[src/rtl/fifo_rd_stream_pkg.sv]
// Shared definitions for the FIFO read-side stream adapter.
//   - default parameter values for data width, prefetch depth and counter width
//   - controller state encoding
//   - helper to size occupancy counters for a given buffer depth
package fifo_rd_stream_pkg;

    localparam int DEF_WIDTH     = 8;
    localparam int DEF_BUF_DEPTH = 4;
    localparam int DEF_CNT_WIDTH = 16;

    typedef enum logic [1:0] {
        ST_IDLE  = 2'd0,
        ST_RUN   = 2'd1,
        ST_DRAIN = 2'd2,
        ST_FLUSH = 2'd3
    } state_e;

    // Occupancy must represent 0..depth inclusive.
    function automatic int occ_width(input int depth);
        return $clog2(depth) + 1;
    endfunction

endpackage

[src/rtl/fifo_rd_stream_if.sv]
// Bus bundle between the FIFO read port, the read-stream adapter and the
// downstream consumer.
//   FIFO side : fifo_rd_en (strobe), fifo_rdata (valid the cycle after the
//               strobe), fifo_empty, fifo_underflow
//   Stream    : out_valid, out_data, out_ready
// Stream handshake: a word transfers on every rd_clk edge where out_valid and
// out_ready are both high. Once out_valid is high, out_data and out_valid hold
// until the transfer happens; out_valid never depends on out_ready.
// master = the adapter, slave = the FIFO/consumer environment.
interface fifo_rd_stream_if
    import fifo_rd_stream_pkg::*;
#(
    parameter int WIDTH = DEF_WIDTH
);
    logic             fifo_rd_en;
    logic             fifo_empty;
    logic             fifo_underflow;
    logic [WIDTH-1:0] fifo_rdata;
    logic             out_valid;
    logic [WIDTH-1:0] out_data;
    logic             out_ready;

    modport master (
        output fifo_rd_en,
        input  fifo_empty,
        input  fifo_underflow,
        input  fifo_rdata,
        output out_valid,
        output out_data,
        input  out_ready
    );

    modport slave (
        input  fifo_rd_en,
        output fifo_empty,
        output fifo_underflow,
        output fifo_rdata,
        input  out_valid,
        input  out_data,
        output out_ready
    );
endinterface

[src/rtl/fifo_rd_stream_buf.sv]
// Small circular buffer with push, pop, occupancy and synchronous clear.
//   clk, rst_n  : clock, asynchronous active-low reset
//   clear       : empties the buffer and rewinds both pointers (wins over push/pop)
//   push/push_data : write one word at the tail (ignored when full)
//   pop         : drop the head word (ignored when empty)
//   head_data   : current head entry
//   occupancy   : number of stored words, 0..DEPTH
//   not_empty   : occupancy != 0
// DEPTH must be a power of two so the pointers wrap by natural overflow.
module fifo_rd_stream_buf
    import fifo_rd_stream_pkg::*;
#(
    parameter int WIDTH = DEF_WIDTH,
    parameter int DEPTH = DEF_BUF_DEPTH,
    localparam int PTR_W = $clog2(DEPTH),
    localparam int OCC_W = occ_width(DEPTH)
) (
    input  logic             clk,
    input  logic             rst_n,
    input  logic             clear,
    input  logic             push,
    input  logic [WIDTH-1:0] push_data,
    input  logic             pop,
    output logic [WIDTH-1:0] head_data,
    output logic [OCC_W-1:0] occupancy,
    output logic             not_empty
);

    logic [WIDTH-1:0] mem_q [DEPTH];
    logic [WIDTH-1:0] mem_d [DEPTH];
    logic [PTR_W-1:0] wr_ptr_q, wr_ptr_d;
    logic [PTR_W-1:0] rd_ptr_q, rd_ptr_d;
    logic [OCC_W-1:0] occ_q, occ_d;
    logic             push_ok;
    logic             pop_ok;

    always_comb begin
        mem_d    = mem_q;
        wr_ptr_d = wr_ptr_q;
        rd_ptr_d = rd_ptr_q;
        occ_d    = occ_q;
        push_ok  = push && (occ_q != OCC_W'(DEPTH));
        pop_ok   = pop && (occ_q != '0);
        if (clear) begin
            wr_ptr_d = '0;
            rd_ptr_d = '0;
            occ_d    = '0;
        end else begin
            if (push_ok) begin
                mem_d[wr_ptr_q] = push_data;
                wr_ptr_d        = wr_ptr_q + PTR_W'(1);
            end
            if (pop_ok) begin
                rd_ptr_d = rd_ptr_q + PTR_W'(1);
            end
            // Push and pop together leave the count unchanged.
            if (push_ok && !pop_ok) begin
                occ_d = occ_q + OCC_W'(1);
            end else if (pop_ok && !push_ok) begin
                occ_d = occ_q - OCC_W'(1);
            end
        end
    end

    always_ff @(posedge clk or negedge rst_n) begin
        if (!rst_n) begin
            for (int i = 0; i < DEPTH; i++) begin
                mem_q[i] <= '0;
            end
            wr_ptr_q <= '0;
            rd_ptr_q <= '0;
            occ_q    <= '0;
        end else begin
            mem_q    <= mem_d;
            wr_ptr_q <= wr_ptr_d;
            rd_ptr_q <= rd_ptr_d;
            occ_q    <= occ_d;
        end
    end

    assign head_data = mem_q[rd_ptr_q];
    assign occupancy = occ_q;
    assign not_empty = (occ_q != '0);

endmodule

[src/rtl/fifo_rd_stream.sv]
// Read-side consumer for an asynchronous FIFO (rd_clk domain). Prefetches
// FIFO words into a local circular buffer and presents them on a valid/ready
// stream at up to one word per cycle.
//   rd_clk, rst_n  : clock, asynchronous active-low reset
//   enable         : level, permits fetching
//   flush          : one-cycle pulse, discards buffered data and empties the FIFO
//   bus            : FIFO read port + downstream stream (master modport)
//   busy           : controller not idle
//   word_cnt       : words accepted downstream, wraps
//   err            : sticky; FIFO underflow or a read issued against an empty FIFO
//   dbg_state      : controller state
//   dbg_occupancy  : local buffer occupancy
module fifo_rd_stream
    import fifo_rd_stream_pkg::*;
#(
    parameter int WIDTH     = DEF_WIDTH,
    parameter int BUF_DEPTH = DEF_BUF_DEPTH,
    parameter int CNT_WIDTH = DEF_CNT_WIDTH,
    localparam int OCC_W    = occ_width(BUF_DEPTH)
) (
    input  logic                 rd_clk,
    input  logic                 rst_n,
    input  logic                 enable,
    input  logic                 flush,
    fifo_rd_stream_if.master     bus,
    output logic                 busy,
    output logic [CNT_WIDTH-1:0] word_cnt,
    output logic                 err,
    output state_e               dbg_state,
    output logic [OCC_W-1:0]     dbg_occupancy
);

    state_e               state_q, state_d;
    logic                 inflight_q, inflight_d;
    logic [CNT_WIDTH-1:0] word_cnt_q, word_cnt_d;
    logic                 err_q, err_d;

    logic                 rd_en;
    logic                 buf_clear;
    logic                 buf_push;
    logic                 buf_pop;
    logic [WIDTH-1:0]     buf_head;
    logic [OCC_W-1:0]     occ;
    logic                 buf_not_empty;
    logic [OCC_W:0]       committed;
    logic                 room;

    // Words already stored plus the one returning from last cycle's read.
    // Only registered state feeds this, so out_ready never reaches rd_en.
    assign committed = {1'b0, occ} + {{OCC_W{1'b0}}, inflight_q};
    assign room      = committed < (OCC_W + 1)'(BUF_DEPTH);

    always_comb begin
        state_d   = state_q;
        rd_en     = 1'b0;
        buf_clear = 1'b0;
        case (state_q)
            ST_IDLE: begin
                // A flush with nothing in the FIFO has nothing to do.
                if (flush && !bus.fifo_empty) begin
                    state_d   = ST_FLUSH;
                    buf_clear = 1'b1;
                end else if (enable) begin
                    state_d = ST_RUN;
                end
            end
            ST_RUN: begin
                rd_en = !bus.fifo_empty && room;
                if (flush) begin
                    state_d   = ST_FLUSH;
                    buf_clear = 1'b1;
                end else if (!enable) begin
                    state_d = ST_DRAIN;
                end
            end
            ST_DRAIN: begin
                if (flush) begin
                    state_d   = ST_FLUSH;
                    buf_clear = 1'b1;
                end else if (enable) begin
                    state_d = ST_RUN;
                end else if (occ == '0 && !inflight_q) begin
                    state_d = ST_IDLE;
                end
            end
            ST_FLUSH: begin
                // Read data is thrown away here, so no buffer limit applies.
                rd_en = !bus.fifo_empty;
                if (bus.fifo_empty && !inflight_q) begin
                    state_d = ST_IDLE;
                end
            end
            default: begin
                state_d = ST_IDLE;
            end
        endcase
    end

    always_comb begin
        inflight_d = rd_en;
        // Data returning during FLUSH is dropped; clear also overrides a push
        // on the cycle the flush is taken.
        buf_push   = inflight_q && (state_q != ST_FLUSH);
        buf_pop    = buf_not_empty && bus.out_ready;
        word_cnt_d = word_cnt_q + CNT_WIDTH'(buf_pop);
        err_d      = err_q || bus.fifo_underflow || (rd_en && bus.fifo_empty);
    end

    always_ff @(posedge rd_clk or negedge rst_n) begin
        if (!rst_n) begin
            state_q    <= ST_IDLE;
            inflight_q <= 1'b0;
            word_cnt_q <= '0;
            err_q      <= 1'b0;
        end else begin
            state_q    <= state_d;
            inflight_q <= inflight_d;
            word_cnt_q <= word_cnt_d;
            err_q      <= err_d;
        end
    end

    fifo_rd_stream_buf #(
        .WIDTH (WIDTH),
        .DEPTH (BUF_DEPTH)
    ) u_buf (
        .clk       (rd_clk),
        .rst_n     (rst_n),
        .clear     (buf_clear),
        .push      (buf_push),
        .push_data (bus.fifo_rdata),
        .pop       (buf_pop),
        .head_data (buf_head),
        .occupancy (occ),
        .not_empty (buf_not_empty)
    );

    assign bus.fifo_rd_en = rd_en;
    assign bus.out_valid  = buf_not_empty;
    assign bus.out_data   = buf_head;
    assign busy           = (state_q != ST_IDLE);
    assign word_cnt       = word_cnt_q;
    assign err            = err_q;
    assign dbg_state      = state_q;
    assign dbg_occupancy  = occ;

endmodule

[src/flat_wrapper.sv]
// flat-port wrapper written by rule: the top's interface ports become plain ports
module fifo_rd_stream_flat import fifo_rd_stream_pkg::*;
#(
    parameter int WIDTH     = DEF_WIDTH,
    parameter int BUF_DEPTH = DEF_BUF_DEPTH,
    parameter int CNT_WIDTH = DEF_CNT_WIDTH,
    localparam int OCC_W    = occ_width(BUF_DEPTH)
)
  (rd_clk, rst_n, enable, flush, busy, word_cnt, err, dbg_state, dbg_occupancy, bus_fifo_rd_en, bus_fifo_empty, bus_fifo_underflow, bus_fifo_rdata, bus_out_valid, bus_out_data, bus_out_ready);
  fifo_rd_stream_if #(.WIDTH(WIDTH)) bus_i ();
  input  logic rd_clk;
  input  logic rst_n;
  input  logic enable;
  input  logic flush;
  output logic busy;
  output logic [CNT_WIDTH-1:0] word_cnt;
  output logic err;
  output state_e dbg_state;
  output logic [OCC_W-1:0] dbg_occupancy;
  output wire logic [$bits(bus_i.fifo_rd_en)-1:0] bus_fifo_rd_en;
  input wire logic [$bits(bus_i.fifo_empty)-1:0] bus_fifo_empty;
  input wire logic [$bits(bus_i.fifo_underflow)-1:0] bus_fifo_underflow;
  input wire logic [$bits(bus_i.fifo_rdata)-1:0] bus_fifo_rdata;
  output wire logic [$bits(bus_i.out_valid)-1:0] bus_out_valid;
  output wire logic [$bits(bus_i.out_data)-1:0] bus_out_data;
  input wire logic [$bits(bus_i.out_ready)-1:0] bus_out_ready;
  assign bus_fifo_rd_en = bus_i.fifo_rd_en;
  assign bus_i.fifo_empty = bus_fifo_empty;
  assign bus_i.fifo_underflow = bus_fifo_underflow;
  assign bus_i.fifo_rdata = bus_fifo_rdata;
  assign bus_out_valid = bus_i.out_valid;
  assign bus_out_data = bus_i.out_data;
  assign bus_i.out_ready = bus_out_ready;
  fifo_rd_stream #(.WIDTH(WIDTH), .BUF_DEPTH(BUF_DEPTH), .CNT_WIDTH(CNT_WIDTH)) u_core (.rd_clk(rd_clk), .rst_n(rst_n), .enable(enable), .flush(flush), .bus(bus_i), .busy(busy), .word_cnt(word_cnt), .err(err), .dbg_state(dbg_state), .dbg_occupancy(dbg_occupancy));
endmodule
[config.mk]
export PLATFORM = sky130hd
export DESIGN_NAME = fifo_rd_stream_flat
export DESIGN_NICKNAME = d
export VERILOG_FILES = /design/src/rtl/fifo_rd_stream_pkg.sv /design/src/rtl/fifo_rd_stream_if.sv /design/src/rtl/fifo_rd_stream_buf.sv /design/src/rtl/fifo_rd_stream.sv /design/src/flat_wrapper.sv
export SDC_FILE = /design/constraint.sdc
export NUM_CORES = 1
export LEC_CHECK = 0
export BUFFER_PORTS_ARGS = -buffer_cell sky130_fd_sc_hd__buf_4
export CAP_MARGIN = 0
export CORE_UTILIZATION = 40
export CTS_BUF_LIST = sky130_fd_sc_hd__clkbuf_8
export DETAILED_ROUTE_END_ITERATION = 16
export PLACE_DENSITY = 0.63
export SLEW_MARGIN = 20
export SYNTH_ARGS = -nofsm -noshare
export SYNTH_HDL_FRONTEND = slang
export SYNTH_SLANG_ARGS = --single-unit
[constraint.sdc]
create_clock -name rd_clk -period 1.9 [get_ports rd_clk]
set_input_delay 0.38 -clock rd_clk [delete_from_list [all_inputs] [get_ports rd_clk]]
set_output_delay 0.38 -clock rd_clk [all_outputs]
set_load 0.05 [all_outputs]
# --- Word level (Yosys, flattened, before mapping) ---
# Cells that the tools add are included.
totals:
  in_bits: 15
  regBits: 59
  output_inout_bits: 33
op_classes:
  add_sub_neg: 6
  magnitude_cmp: 4
  n_mux: 26
  n_reduce_logical: 28
  bitwise: 3
  n_eq_ne: 9
ops:
  columns: ["op", "n"]
  rows:
  - ["bitwise mux 32 bit", 1]
  - ["two-way mux 2 bit", 12]
  - ["two-way mux 8 bit", 3]
  - ["adder 16 x 1 -> 16 bit", 1]
  - ["binary-select mux 8 bit (select 2 bit)", 1]
  - ["demux 8 bit (select 2 bit)", 1]
  - ["logical AND 1 bit", 12]
  - ["two-way mux 3 bit", 3]
  - ["case mux 2 bit (4 select lines)", 1]
  - [">= comparator 3 bit, second input constant", 2]
  - ["inequality test 3 bit, second input constant", 2]
  - ["NOT 2 -> 3 bit", 2]
  - ["nonzero test 2 bit", 3]
  - ["nonzero test 3 bit", 2]
  - ["adder 2 x 1 -> 2 bit, second input constant", 2]
  - ["adder 3 x 1 -> 4 bit", 1]
  - ["== test 2 bit, second input constant", 2]
  - ["zero test 1 bit", 4]
  - ["< comparator 4 x 3 -> 1 bit, second input constant", 1]
  - ["inequality test 4 x 3 -> 1 bit, second input constant", 1]
  - ["case mux 1 bit (2 select lines)", 2]
  - ["AND reduction 4 bit", 1]
  - ["adder 3 x 1 -> 3 bit, second input constant", 1]
  - ["zero test 3 bit", 1]
  - ["other kinds (12)", 14]

# --- Logic depth before layout (Yosys ltp) ---
# Gate-level depths: netlist of run 1.
depth:
  depth_word: 8
  mapped_depth: 9
  depth_no_buf: 8

# --- Modules after synthesis ---
# From an unflattened synthesis of run 1, not the netlist that was laid out.
hier_totals:
  cells_unflattened: 233
  area_unflattened_um2: 2971.6
modules_own_cells:
  columns: ["mod", "instances", "seq_area_each_um2", "area_per_inst_um2", "cells_each"]
  rows:
  - ["fifo_rd_stream_buf", 1, 975.9, 1971.9, 140]
  - ["fifo_rd_stream", 1, 500.5, 999.7, 93]

# --- Least setup slack after synthesis of run 1 ---
# No wires, ideal clock.
synth_path:
  kind: "reg-to-reg"
  start: "register u_core.u_buf.occ_q[1], in the netlist u_core.u_buf.occupancy[1]"
  end: "register u_core.word_cnt_q[8], in the netlist u_core.word_cnt[8]"
  arrival_time_ps: 2381
  required_ps: 1759
  path_slack_ps: -623
  setup_ps: 141
  stages_incl_launch_ff: 10
  cell_sequence: "dfrtp_1 -> or3_2 -> nand2_1 -> inv_1 -> ha_1 -> ha_1 -> and2_1 -> clkbuf_1 -> nand3_1 -> xnor2_1"
synth_between:
  elab_chain_len: 3
synth_lines:
  columns: ["item", "line", "source"]
  rows:
  - ["start: declaration", "fifo_rd_stream_buf.sv:33", "logic [OCC_W-1:0] occ_q, occ_d;"]
  - ["start signal: assignment", "fifo_rd_stream_buf.sv:72", "occ_q <= '0;"]
  - ["start signal: assignment", "fifo_rd_stream_buf.sv:77", "occ_q <= occ_d;"]
  - ["nonzero test 3 bit", "fifo_rd_stream_buf.sv:83", "assign not_empty = (occ_q != '0);"]
  - ["named net bus_out_valid", "flat_wrapper.sv:24", "output wire logic [$bits(bus_i.out_valid)-1:0] bus_out_valid;"]
  - ["logical AND 1 bit", "fifo_rd_stream.sv:104", "buf_pop = buf_not_empty && bus.out_ready;"]
  - ["adder 16 x 1 -> 16 bit", "fifo_rd_stream.sv:105", "word_cnt_d = word_cnt_q + CNT_WIDTH'(buf_pop);"]
  - ["named net u_core.word_cnt_d[8]", "fifo_rd_stream.sv:35", "logic [CNT_WIDTH-1:0] word_cnt_q, word_cnt_d;"]
  - ["end signal: assignment", "fifo_rd_stream.sv:118", "word_cnt_q <= word_cnt_d;"]
  - ["end: declaration", "fifo_rd_stream.sv:35", null]
# The timed path passes the listed nets, and every way through them passes these cells.
# A chain may end at the register's enable or synchronous reset.

# --- Worst setup path in the final report of run 1 ---
layout_path:
  start: "register u_core.u_buf.rd_ptr_q[0]"
  end: "output bus_out_data[2]"
layout_between:
  elab_chain_len: 4
layout_lines:
  columns: ["item", "line", "source"]
  rows:
  - ["start: declaration", "fifo_rd_stream_buf.sv:32", "logic [PTR_W-1:0] rd_ptr_q, rd_ptr_d;"]
  - ["start signal: assignment", "fifo_rd_stream_buf.sv:76", "rd_ptr_q <= rd_ptr_d;"]
  - ["NOT 2 -> 3 bit (implied by the code)", "fifo_rd_stream_buf.sv:81", "assign head_data = mem_q[rd_ptr_q];"]
  - ["binary-select mux 8 bit (select 2 bit)", "fifo_rd_stream_buf.sv:81", null]
  - ["two-way mux 8 bit (implied by the code) (2 in series)", "fifo_rd_stream_buf.sv:81", null]
  - ["end: declaration", "flat_wrapper.sv:25", "output wire logic [$bits(bus_i.out_data)-1:0] bus_out_data;"]
# Every way passes these cells. The select of a mux whose other input is x is not followed.

==> key figures, run 1 <==
Outcome
  • Outcome: finished with violations
  • Violated checks: setup timing

Clock tree
  • Clk sinks: 59
  • Worst-path clk slew: 60 ps
  • Inserted Clock Buffers: 9
  • CTS tree: done
  • Clk_lat worst skew: 320 ps
  • CTS root buf: clkbuf_8
  • CTS max path bufs: 2
  • Htree depth: 3

Global route
  • GRT Total Usage: 16.0%
  • First-pass GRT wire length: 8840 µm
  • Largest net degree at the start of global routing: 36
  • Antenna violations before repair: 0
  • Vias in the first global route: 1810
  • Total grt overflow: 0

Drt
  • Iteration-0 DRC count of the detailed router: 40
  • Max Used Layer: met4
  • 1st-pass router iterations: 4
  • Met3 WL: 157 µm
  • Via count: 1833
  • WL met1: 2500 µm
  • Routed len/inst: 14.5 µm
  • Number of routed nets with antenna violations: 0
  • Met2 Wirelength: 2570 µm
  • Vias/cell: 5.02
  • Routed Wire Length: 5280 µm
  • Remaining routing DRC violations: 0

Yosys
  • Post-synth EDFFs: 0
  • Top FF cell, synth: dfrtp_1
  • Multiplexer area fraction after synthesis: 20.1%
  • Main combinational cell family by area after synthesis: multiplexers
  • Synth async-reset ratio: 100%
  • Ys Warns: 0
  • Post-Syn Area: 2800 µm²
  • Syn avg cell area: 13.2 µm²
  • Synth Area in Compound Gates: 3.36%
  • Top cell type's share of synthesized area: 52.8%
  • Mapped Nets: 239
  • Largest cells by area after synthesis: dfrtp_1, mux2_2, mux4_2, ha_1, xnor2_1
  • Post-synthesis sequential area ratio: 52.8%
  • Post-synthesis xor/xnor area fraction: 5.95%
  • Seq cells post-synth: 59
  • Most frequent cells after synthesis: dfrtp_1, mux2_2, nor2_1, nand3_1
  • Yosys cell types: 32
  • Post-Syn Instances: 211
  • Post-Synth Adder-Cell Area: 6.09%
  • Area leader, netlist: dfrtp_1
  • Top-count cell post-synth: dfrtp_1
  • Simple-Gate Fraction of Synth Area: 9.80%

Critical path
  • Peak fanout along the critical path: 8
  • Startpoint types: flip-flop
  • Arrival time worst endpoint: 1560 ps
  • R2R depth: 6
  • Setup crit end kind: primary output
  • Setup CP Type: flip-flop to primary output
  • WP data required: 1520 ps

Finish
  • N_diodes: 0
  • Filler cell count: 571
  • Final design instance area without fill: 3780 µm²
  • Synth-to-Final Area Change: 35.4%
  • Layout cells sized above 1: 49.8%
  • Final #Nets: 310

Placed design
  • GPL Wtd Cong: 0.784
  • Port buffer count: 47
  • Placement Cell Area: 3400 µm²
  • Post-DP HPWL: 3710 µm
  • Dpl ws: -63.6 ps

STA
  • Fmax: 0.516 GHz
  • Crit path time final: 1940 ps
  • Clock Skews: 5.62 ps
  • Count of pins over their slew limit: 0
  • Post-route setup slack: -39.3 ps
  • RSZ-0062 raised after global routing: yes
  • Rel. slew slack: 69.9%
  • Final Hold Viols: 0
  • Period utilization: 102%
  • Final setup fails: 8
  • Worst Max-Slew Pin Slew: 451 ps

Floorplanning
  • Core area: 6760 µm²
  • Die ar.: 7330 µm²
  • Num rows: 30
  • Num ports: 48
  • Die Ht: 85.6 µm
  • Die W: 85.6 µm
  • Initial core utilization: 41.4%

Power
  • Peak supply drop: 0.957 mV
  • Pwr dens: 1790 nW/µm²
  • LEAKAGE: 0.00174 µW

Job
  • Max cap viols: 0

Min path
  • Min-Delay Path Class: input pin to flip-flop
  • Hold Path Cell Cnt: 2
[state kept, by name, indices dropped and copies added (netlist names)]
signal / flops
u_core.inflight_q: 1
u_core.dbg_state: 2
u_core.err: 1
u_core.u_buf.wr_ptr_q: 2
u_core.word_cnt: 16
u_core.u_buf.occupancy: 3
u_core.u_buf.mem_q: 32
u_core.u_buf.rd_ptr_q: 2
[path summary, 6_finish.rpt]
path	start	slack, ps	end
max in group asynchronous	rst_n	890	u_core.word_cnt[4]$_DFF_PN0_
min in group asynchronous	rst_n	520	u_core.u_buf.wr_ptr_q[0]$_DFFE_PN0P_
hold reg to reg	u_core.word_cnt[15]$_DFF_PN0_	470	u_core.word_cnt[15]$_DFF_PN0_
hold / removal	bus_fifo_underflow	250	u_core.err$_DFF_PN0_
setup / recovery	u_core.u_buf.rd_ptr_q[0]$_DFFE_PN0P_	-40	bus_out_data[2]
setup reg to reg	u_core.dbg_state[0]$_DFFE_PN0P_	80	u_core.u_buf.mem_q[27]$_DFFE_PN0P_
[cell families after synthesis]
| kind of cell | count (synthesis) |
|---|---|
| AND/OR/NAND/NOR | 52 |
| flip-flops | 59 |
| multiplexers | 42 |
| XOR/XNOR | 19 |
| adder cells (fa/ha/maj) | 13 |
| AO/OA/AOI/OAI | 12 |
| buffers and inverters | 14 |
[power breakdown]
group / switching [µW] / internal [µW] / total, µW
clock network: 448 / 712 / 1160
logic: 1960 / 1590 / 3550
registers: 355 / 1700 / 2050
total: 2760 / 4000 / 6770
[area by class of cell]
type	count	area, µm²	area share (%)
clock inverter	5	72.6	1.92
clock buffer	9	124	3.27
tap	80	100	2.65
inverter	11	41.3	1.09
timing repair buffer	63	554	14.6
sequential	59	1480	39.2
multi-input combinational	138	1410	37.2
[routing by layer]
metal  global-route usage [%]  up-vias
met2                     24.2       36
met5                        0        -
li1                         -      889
met4                     8.18        0
met1                     21.8      902
met3                     3.46        6
[per-stage QoR]
stage / cells / hold WS [ps] / TNS [ps] / utilization, % / total power, µW
3_5_place_dp: 341 / 319 / -1090 / 50.3 / 5260
6_report: 365 / 246 / -203 / 56.0 / 6770
5_1_grt: 365 / 229 / -729 / 56.0 / 7180
3_3_place_gp: 341 / 318 / -512 / 50.3 / 5210
2_1_floorplan: 211 / 84.4 / -3860 / - / 4360
4_1_cts: 358 / 226 / -475 / 54.9 / 6710
[worst max-delay path: stages, from the launching register on]
cell	delay (ps)
dfrtp_1	390
buf_12	160
mux4_2	520
buf_6	170
[cells in the final DEF, fill, tap and decap left out, types with 2 or more instances in the layout]
| master | synthesis | routed |
|---|---|---|
| dfrtp_2 | 0 | 5 |
| nor3_1 | 2 | 2 |
| buf_6 | 0 | 11 |
| inv_2 | 0 | 2 |
| buf_4 | 0 | 48 |
| bufinv_16 | 0 | 2 |
| o31ai_1 | 2 | 2 |
| inv_1 | 11 | 11 |
| dfrtp_1 | 59 | 54 |
| mux2i_1 | 2 | 2 |
| nor2b_1 | 3 | 2 |
| mux2_2 | 32 | 32 |
| nand3_1 | 13 | 10 |
| xor2_1 | 7 | 7 |
| and3_1 | 2 | 2 |
| a21oi_1 | 5 | 5 |
| xnor2_1 | 12 | 12 |
| buf_12 | 0 | 3 |
| nand3_4 | 0 | 4 |
| nand2_1 | 6 | 5 |
| nand3_2 | 4 | 3 |
| nor2_1 | 15 | 14 |
| ha_1 | 12 | 7 |
| mux4_2 | 8 | 8 |
| clkbuf_8 | 0 | 9 |
| ha_4 | 0 | 5 |
[what timing repair did]
| item | in CTS | in global routing |
|---|---|---|
| endpoints found under the hold margin | 24 | 0 |
| hold buffers | 1 | 0 |
| pin swaps | 2 | 5 |
| setup buffers | 2 | 7 |
| gates resized for setup | 18 | 3 |
| setup endpoints to repair | 41 | 43 |
Power figures use the tool's default switching activity.
==> inputs of run 2 (changes only) <==
SYNTH_HIERARCHICAL = 1   (was default)
==> key figures, run 2 <==
Critical path
  • Setup crit end kind: flip-flop
  • Startpoint types: flip-flop
  • Peak fanout along the critical path: 4
  • WP data required: 2130 ps
  • Arrival time worst endpoint: 2250 ps
  • R2R setup slack: -120 ps
  • Setup CP Type: flip-flop to flip-flop

Drt
  • Number of routed nets with antenna violations: 0
  • 1st-pass router iterations: 4
  • Routed len/inst: 15.1 µm
  • Remaining routing DRC violations: 0
  • Routed Wire Length: 6320 µm
  • Vias/cell: 4.93
  • Iteration-0 DRC count of the detailed router: 57
  • Via count: 2061

Global route
  • First-pass GRT wire length: 10000 µm
  • Antenna violations before repair: 0
  • Vias in the first global route: 2086
  • GRT Total Usage: 17.4%
  • Largest net degree at the start of global routing: 32
  • Total grt overflow: 0

Yosys
  • Main combinational cell family by area after synthesis: multiplexers
  • Simple-Gate Fraction of Synth Area: 10.2%
  • Synth Area in Compound Gates: 5.68%
  • Post-synth EDFFs: 0
  • Post-Synth Adder-Cell Area: 5.31%
  • Top-count cell post-synth: dfrtp_1
  • Post-Syn Instances: 233
  • Area leader, netlist: dfrtp_1
  • Seq cells post-synth: 59
  • Post-synthesis sequential area ratio: 49.7%
  • Post-synthesis xor/xnor area fraction: 4.72%
  • Syn avg cell area: 12.8 µm²
  • Multiplexer area fraction after synthesis: 20.7%
  • Synth async-reset ratio: 100%
  • Yosys cell types: 47
  • Largest cells by area after synthesis: dfrtp_1, mux2_2, mux4_2, ha_1, mux2_4
  • Ys Warns: 6
  • Top cell type's share of synthesized area: 49.7%
  • Post-Syn Area: 2970 µm²
  • Most frequent cells after synthesis: dfrtp_1, mux2_2, nor2_1, inv_1
  • Top FF cell, synth: dfrtp_1
  • Mapped Nets: 260

Outcome
  • Violated checks: setup timing
  • Outcome: finished with violations

STA
  • Final setup fails: 19
  • Rel. slew slack: 69.1%
  • Worst hold slack: 247 ps
  • Period utilization: 107%
  • Count of pins over their slew limit: 0
  • Worst Max-Slew Pin Slew: 463 ps
  • Post-route setup slack: -124 ps
  • Crit path time final: 2020 ps
  • Final Hold Viols: 0
  • RSZ-0062 raised after global routing: yes
  • TNS Setup: -473 ps
  • Clock Skews: 8.52 ps
  • Fmax: 0.494 GHz

Clock tree
  • Worst-path clk slew: 60 ps
  • CTS root buf: clkbuf_8
  • Clk sinks: 59
  • Htree depth: 3
  • CTS max path bufs: 2
  • Inserted Clock Buffers: 9
  • CTS tree: done
  • Clk_lat worst skew: 330 ps

Finish
  • Filler cell count: 640
  • Synth-to-Final Area Change: 39.8%
  • Fin util: 57.6%
  • Largest register FFs: 32
  • Layout cells sized above 1: 54.2%
  • Final #Nets: 342
  • Multi-input gate area: 1640 µm²
  • N_diodes: 0
  • Reg area: 1480 µm²
  • Most frequent cells in the layout: buf_4, dfrtp_1, mux2_4
  • Top reg by flops: u_core/u_buf/mem_q
  • Commonest non-fill, non-tap cell in the layout: buf_4

Power
  • LEAKAGE: 0.00200 µW
  • Total Power: 7240 µW
  • Pwr dens: 1740 nW/µm²
  • Peak supply drop: 0.933 mV

Placed design
  • Port buffer count: 47
  • GPL Wtd Cong: 0.791
  • Post-DP HPWL: 4180 µm
  • Dpl ws: -143 ps

Floorplanning
  • Core area: 7210 µm²
  • Die W: 88.2 µm
  • Die Ht: 88.2 µm
  • Die ar.: 7780 µm²
  • Num rows: 31
  • Initial core utilization: 41.2%
  • Num ports: 48

Job
  • Max cap viols: 0

Min path
  • Min-Delay Path Class: input pin to flip-flop
[run 2: layer usage]
| layer | routed length (µm) | share of wire [%] | track usage (%) |
|---|---|---|---|
| met1 | 2920 | 46 | 22.7 |
| met3 | 117 | 1.9 | 3.30 |
| met5 | 0 | 0 | 0 |
| met2 | 3150 | 50 | 27.7 |
| met4 | 132 | 2.1 | 8.94 |
[run 2: critical path, cell delays in order (launching register included)]
cell and delay (ps):
dfrtp_2 410, or3b_1 400, and3_4 160, fa_2 360, and3b_2 240, a21o_1 170
a211oi_2 190
[run 2: report_power, final]
group | switching (µW) | internal, µW | total, µW
Sequential | 351 | 1710 | 2060
Clock | 450 | 484 | 935
Combinational | 2220 | 2020 | 4240
Total | 3020 | 4220 | 7240
[run 2: timing repair]
| action | 4_1_cts | 5_1_grt |
|---|---|---|
| endpoints found under the setup margin | 53 | 54 |
| gates resized for setup | 26 | 25 |
| buffers inserted | 6 | 3 |
| hold buffers | 1 | 0 |
| pin swaps | 13 | 7 |
| hold endpoints to repair | 28 | 0 |
[run 2: final timing paths]
| kind | depth (start not counted) | to | start |
|---|---|---|---|
| max | 6 | u_core/u_buf/occupancy[2]$_DFFE_PN0P_ | u_core/u_buf/occupancy[0]$_DFFE_PN0P_ |
| min | 2 | u_core/err$_DFF_PN0_ | bus_fifo_underflow |
| max reg2reg | 6 | u_core/u_buf/occupancy[2]$_DFFE_PN0P_ | u_core/u_buf/occupancy[0]$_DFFE_PN0P_ |
| min reg2reg | 1 | u_core/word_cnt[15]$_DFF_PN0_ | u_core/word_cnt[15]$_DFF_PN0_ |
| max in group asynchronous | 3 | u_core/u_buf/occupancy[0]$_DFFE_PN0P_ | rst_n |
| min in group asynchronous | 2 | u_core/u_buf/mem_q[26]$_DFFE_PN0P_ | rst_n |
[run 2: cell families (layout without fill, tap and decap cells)]
logic type,after synthesis,count (layout)
xor gates and xnor gates,16,16
buffers and inverters,24,110
adders and majority gates,12,12
and+or+nand+nor,54,54
muxes,44,44
AOI/OAI and AO/OA,24,24
DFF,59,59
[run 2: layout make-up]
class / instances / area share, %
Multi-Input combinational cell: 150 / 39.5
Timing Repair Buffer: 81 / 16.7
Tap cell: 99 / 2.98
Clock buffer: 10 / 3.31
Inverter: 14 / 1.27
Sequential cell: 59 / 35.7
Clock inverter: 5 / 0.542
[run 2: metrics by stage]
step,instances,cell area [µm²]
4_1_cts,415,4030
6_report,418,4150
3_3_place_gp,395,3700
2_1_floorplan,233,3080
5_1_grt,418,4150
3_5_place_dp,395,3700
